==> src/rtl/irr_sync_param.sv <==
// rtl/irr_sync_param.sv - parametrised interrupt request register with sync, edge/level latch, rotating priority
module irr_sync_param #(
    parameter int NUM_IR      = 8,
    parameter int SYNC_STAGES = 2,
    localparam int ID_W       = $clog2(NUM_IR)
) (
    input  logic              clk,
    input  logic              reset,
    input  logic [NUM_IR-1:0] ir,
    input  logic [NUM_IR-1:0] ltim,
    input  logic [NUM_IR-1:0] imr,
    input  logic              clear,
    input  logic [NUM_IR-1:0] clear_sel,
    input  logic [ID_W-1:0]   prio_base,
    input  logic              overrun_clr,
    output logic [NUM_IR-1:0] irr,
    output logic              int_req,
    output logic [NUM_IR-1:0] highest_onehot,
    output logic [ID_W-1:0]   highest_id,
    output logic [NUM_IR-1:0] overrun
);

    logic [NUM_IR-1:0] sync_q [SYNC_STAGES];
    logic [NUM_IR-1:0] ir_s;
    logic [NUM_IR-1:0] ir_d;
    logic [NUM_IR-1:0] rise;
    logic [NUM_IR-1:0] pend;
    logic [NUM_IR-1:0] pend_next;
    logic [NUM_IR-1:0] edge_set;
    logic [NUM_IR-1:0] clr_hit;
    logic [NUM_IR-1:0] vis_next;
    logic [NUM_IR-1:0] ovr_set;
    logic [NUM_IR-1:0] hot_next;
    logic [ID_W-1:0]   id_next;

    always_ff @(posedge clk) begin
        if (reset) begin
            for (int s = 0; s < SYNC_STAGES; s++) begin
                sync_q[s] <= '0;
            end
        end else begin
            sync_q[0] <= ir;
            for (int s = 1; s < SYNC_STAGES; s++) begin
                sync_q[s] <= sync_q[s-1];
            end
        end
    end

    assign ir_s     = sync_q[SYNC_STAGES-1];
    assign rise     = ir_s & ~ir_d;
    assign edge_set = rise & ~imr;
    assign clr_hit  = clear_sel & {NUM_IR{clear}};

    // Edge channels: a new request beats a coincident clear; level channels follow the line.
    assign pend_next = (ltim & ir_s) | (~ltim & (edge_set | (pend & ~clr_hit)));
    assign vis_next  = pend_next & ~imr;
    assign ovr_set   = ~ltim & edge_set & pend & ~clr_hit;

    always_comb begin
        int base;
        int idx;
        logic found;
        logic [ID_W-1:0] pick;
        hot_next = '0;
        id_next  = '0;
        found    = 1'b0;
        base     = int'(prio_base) % NUM_IR;
        for (int k = 0; k < NUM_IR; k++) begin
            idx  = (base + k) % NUM_IR;
            pick = ID_W'(idx);
            if (!found && vis_next[pick]) begin
                found          = 1'b1;
                hot_next[pick] = 1'b1;
                id_next        = pick;
            end
        end
    end

    always_ff @(posedge clk) begin
        if (reset) begin
            ir_d           <= '0;
            pend           <= '0;
            irr            <= '0;
            int_req        <= 1'b0;
            highest_onehot <= '0;
            highest_id     <= '0;
            overrun        <= '0;
        end else begin
            ir_d           <= ir_s;
            pend           <= pend_next;
            irr            <= vis_next;
            int_req        <= |vis_next;
            highest_onehot <= hot_next;
            highest_id     <= id_next;
            overrun        <= ovr_set | (overrun & ~{NUM_IR{overrun_clr}});
        end
    end

endmodule

==> config.mk <==
export PLATFORM = sky130hd
export DESIGN_NAME = irr_sync_param
export DESIGN_NICKNAME = d
export VERILOG_FILES = /design/src/rtl/irr_sync_param.sv
export SDC_FILE = /design/constraint.sdc
export NUM_CORES = 1
export LEC_CHECK = 0
export CAP_MARGIN = 20
export CORE_ASPECT_RATIO = 2
export CORE_MARGIN = 3
export CORE_UTILIZATION = 45
export CTS_CLUSTER_DIAMETER = 30
export DETAILED_ROUTE_END_ITERATION = 12
export DONT_BUFFER_PORTS = 1
export PLACE_DENSITY = 0.68
export SYNTH_ARGS = -nofsm -noshare
export SYNTH_HDL_FRONTEND = slang
export SYNTH_SLANG_ARGS = --single-unit
==> constraint.sdc <==
create_clock -name clk -period 4 [get_ports clk]
set_input_delay 0.6 -clock clk [delete_from_list [all_inputs] [get_ports clk]]
set_output_delay 0.6 -clock clk [all_outputs]
set_load 0.01 [all_outputs]
# Word level (Yosys, flattened, before mapping)
# Memory sizes are Yosys's and may differ from the RTL's.
# Index checks and enable logic that the tools add are counted.
# W data, S select, Z words.
[classes]
addsub = 7
n_lt_le_gt_ge = 16
mux = 60
bitwise = 28
reduce_logical = 23
[ops]
columns = ["cell", "n"]
rows = [
  ["$and A8 B8 Y8", 11],
  ["$mux W8", 10],
  ["$or A8 B8 Y8", 10],
  ["$not A8 Y8", 5],
  ["$lt A3 B4 Y1 const B", 8],
  ["$mux W1", 26],
  ["$bmux W1 S3", 8],
  ["$demux W1 S3", 8],
  ["$ge A3 B1 Y1 const B", 8],
  ["$mux W3", 8],
  ["$logic_and A1 B1 Y1", 15],
  ["$add A3 B3 Y3 const B", 4],
  ["$reduce_or A8 Y1", 1],
  ["$logic_not A1 Y1", 7],
  ["$add A3 B2 Y3 const B", 2],
  ["$add A3 B1 Y3 const B", 1],
  ["$or A1 B1 Y1", 2],
]
[totals]
regBits = 44
ramBits = 16
inputBits = 39
output_inout_bits = 28
wordCells = 142
n_memories = 1
[mem_list]
columns = ["name", "words", "width", "read_ports", "rd_clocked_by_memory_dff", "wr", "line", "text"]
rows = [
  ["sync_q", 2, 8, 2, 0, 2, "23", "logic [NUM_IR-1:0] sync_q [SYNC_STAGES];"],
]

# Logic depth before layout (Yosys ltp)
[depth]
word_depth = 31
depth_mapped = 13

# Least setup slack after synthesis
# Ideal clock, no wire load.
[synth_path]
path_type = "input port to flip-flop"
start = "input prio_base[0]"
end = "register highest_id[1]"
setup_ns = 0.133
t_arrival_ns = 3.626
required_ns = 3.867
slack_ns = 0.241
stages = 12
cell_sequence = "clkbuf_1 > inv_2 > clkbuf_1 > ha_1 > or2_2 > o22a_1 > mux4_2 > mux2_2 > and3_1 > o31a_1 > o31ai_1 > a21oi_1"
[synth_between]
elab_chain_len = 24
word_cells_on_any_way = 52
cone_classes = "add/sub: 7; mux: 31; reduce/logical: 14"
[synth_lines]
columns = ["element", "line", "text"]
rows = [
  ["start, declared", "14", "input logic [ID_W-1:0] prio_base,"],
  ["branches (longest 23 deep; another with $add A3 B1 Y3)", "-", ""],
  ["$mux W3 (*)", "71", "if (!found && vis_next[pick]) begin"],
  ["end signal, assigned", "94", "highest_id <= id_next;"],
  ["end, declared", "19", "output logic [ID_W-1:0] highest_id,"],
]
# Every way passes the cells marked *. The select of a mux whose other input is x is not followed.
# A chain may end at the register's enable or synchronous reset.

# Final worst setup path
[layout_path]
start = "input prio_base[1]"
end = "register highest_id[1]"
# Same word-level chain as after synthesis.

==> results.json <==
{
  "synth-edff-count": 0,
  "cts_max_level": 3,
  "critPathKind": "input pin to flip-flop",
  "async_flop_share": 0,
  "syn_area_sq_um": 3420,
  "power_frac_clock": 0.452,
  "synth_top_area_cell": "dfxtp_1",
  "wirelength_mm": 9.27,
  "final_cell_mix": "60 x dfxtp_1, 56 x nor2_1, 32 x nor2b_1, 26 x nand2_1, 18 x nand2b_1",
  "grt_max_degree": 59,
  "synth_nets": 430,
  "drc_errors": 0,
  "insertion_delay_ps": 330,
  "seq_power_share": 0.398,
  "portBuffers": 0,
  "setup_viol": 0,
  "tightest_slew_ps": 637,
  "antenna_found_initial": 0,
  "fin_setup_tns_ps": 0,
  "avgSynthCellArea_sq_um": 8.89,
  "synth-seq-area-share": 0.351,
  "synthAdderAreaFrac": 0.0219,
  "cts_tree": "yes",
  "stdcell_count": 482,
  "io_pins": 67,
  "gr-usage-all-layers": 0.228,
  "synth-simple-area-share": 0.265,
  "internal-power_mw": 1.21,
  "via_per_inst": 6.28,
  "skew_ps": 6.92,
  "fin_crit_sh": 0.782,
  "rsz0062_at_grt": "false",
  "synth_flop_cell": "dfxtp_1",
  "end_kind": "flip-flop",
  "crit_arrival_ps": 3340,
  "die_y_um": 129,
  "grt_pass1_vias": 2940,
  "dpl_cell_area_sq_um": 3510,
  "routedWlPerCell_um": 19.2,
  "status": "finished clean",
  "place_hpwl_mm": 6.89,
  "yosysTopAreaCellShare": 0.351,
  "fin_crit_ps": 3130,
  "cp_max_fo": 19,
  "syn_to_final_growth_pct": 10.9,
  "synthMuxAreaShare": 0.0592,
  "cts_buffers": 9,
  "core_area_sq_um": 7320,
  "gp_congestion": 0.915,
  "pwr-share-comb": 0.150,
  "critPathLaunchType": "input pin",
  "num-nets-final": 431,
  "fmax_mhz": 320,
  "grt_pass1_wl_mm": 14.7,
  "leakage_nw": 1.39,
  "maxCapViolations": 0,
  "rows": 44,
  "cp.required_ps": 4210,
  "antenna_cells": 0,
  "final_common_cell": "dfxtp_1",
  "first_iter_violations": 175,
  "cts.path.max_buffers": 2,
  "max-vdd-ir-drop_v": 0.000303,
  "yosysUniqueCellTypes": 61,
  "dieArea_sq_um": 8750,
  "cts_sinks": 60,
  "switching_share": 0.257,
  "drive_gt1_frac": 0.144,
  "clk_root_buffer_cell": "clkbuf_16",
  "synth_compound_area_frac": 0.262,
  "netlist_instances": 385,
  "powerDensity_nw_per_um2": 429,
  "die_x_um": 67.7,
  "ys_ff_latch": 60,
  "initial_core_util": 0.467,
  "switchingPower_mw": 0.418,
  "dr.pass1.iters": 6,
  "postRouteAntennaNets": 0,
  "synth_top_family_by_area": "simple AND/OR/NAND/NOR gates",
  "ctsHoldBuffers": 0,
  "dp_cells": 467,
  "slew_violations": 0,
  "vias": 3025,
  "grt.overflow.total": 0,
  "clkSlewWorstSetupHoldPaths_ps": 50,
  "yosys-top-cells-area": "dfxtp_1 35%, nor2_1 6.1%, nor2b_1 5.9%, mux4_2 5.3%, nand2b_1 3.3%",
  "relSlewSlack": 0.564,
  "yosys_warnings": 0,
  "post_cts_buffers": 0,
  "hold_class": "input pin to flip-flop",
  "hold_violations": 0,
  "post_cts_resized": 0,
  "fin_area_sq_um": 3790,
  "synth-xor-area-share": 0.00768
}
-- layout make-up --
cell class	instances	area (sq um)
fillers	684	3530
repair buffers	6	45.0
clock inverters	5	53.8
flip-flops and latches	60	1200
multi-input cells	297	2110
inverters	12	45.0
clock buffers	10	229
well taps	92	115
-- path summary, 6_finish.rpt --
check / startpoint / endpoint / slack, ps / cells after the start
setup reg to reg: pend[4] / highest_onehot[1] / 900 / 9
hold / removal: imr[7] / irr[7] / 340 / 1
hold reg to reg: sync_q[0][3] / sync_q[0][11] / 430 / 1
setup / recovery: prio_base[1] / highest_id[1] / 870 / 11
-- per-layer routing --
layer / GRT usage / share of wire
met5: 0 / 0
met4: 0.129 / 0.049
met3: 0.0668 / 0.064
met2: 0.405 / 0.54
met1: 0.226 / 0.35
-- synthesized netlist by cell type, types with 2 or more instances --
cell	instances
dfxtp_1	60
nor2_1	56
nor2b_1	32
nand2_1	26
nand2b_1	18
a21oi_1	12
a32oi_1	12
clkbuf_1	12
inv_1	11
nor3_1	10
mux4_2	8
nor4_1	8
or2_2	7
a211oi_1	6
ha_1	6
o32a_1	6
a21bo_2	5
a22o_1	5
o21ai_0	5
o32ai_1	5
a221oi_1	4
a22oi_1	4
a32o_1	4
and2_1	4
o221ai_1	4
o22ai_1	4
o2bb2ai_2	3
o31ai_1	3
a2bb2oi_1	2
a2bb2oi_2	2
a31oi_1	2
a32oi_2	2
and3_1	2
buf_2	2
mux2_2	2
nor3b_2	2
nor4b_1	2
o211ai_1	2
o31a_1	2
xnor2_1	2
-- kinds of logic after synthesis --
family                   after synthesis
XOR/XNOR                               3
multiplexers                          10
AND/OR/NAND/NOR                      173
buffers and inverters                 28
AO/OA/AOI/OAI                        105
adder cells (fa/ha/maj)                6
flip-flops                            60
-- flip-flops by register name (all words and copies together) (netlist names) --
| name | count |
|---|---|
| sync_q | 16 |
| highest_onehot | 8 |
| ir_d | 8 |
| irr | 8 |
| overrun | 8 |
| pend | 8 |
| highest_id | 3 |
| int_req | 1 |
-- power by group through the flow --
stage	registers (mW)	clock network (mW)	logic, mW
after detailed placement	0.660	0	0.240
after CTS	0.648	0.752	0.242
after global routing	0.650	0.775	0.267
final	0.647	0.735	0.244
after global placement	0.659	0	0.236
after floorplan	0.655	0	0.201
-- metrics by stage --
step / power, mW / hold slack (ps) / utilization / worst slack (ps)
6_report: 1.63 / 338 / 0.518 / 871
3_3_place_gp: 0.896 / 419 / 0.480 / 602
3_5_place_dp: 0.900 / 421 / 0.480 / 579
5_1_grt: 1.69 / 329 / 0.518 / 747
2_1_floorplan: 0.856 / 414 / - / 241
4_1_cts: 1.64 / 328 / 0.518 / 898
-- worst max-delay path: stages --
cell and delay [ps]:
inv_1 40, ha_1 370, buf_4 220, or2_2 270
o32a_1 190, mux4_2 550, mux2_2 300, and3_1 180
o31a_1 260, o31ai_1 250, a21oi_1 100
Note: power is estimated with default switching activity, not from simulation.
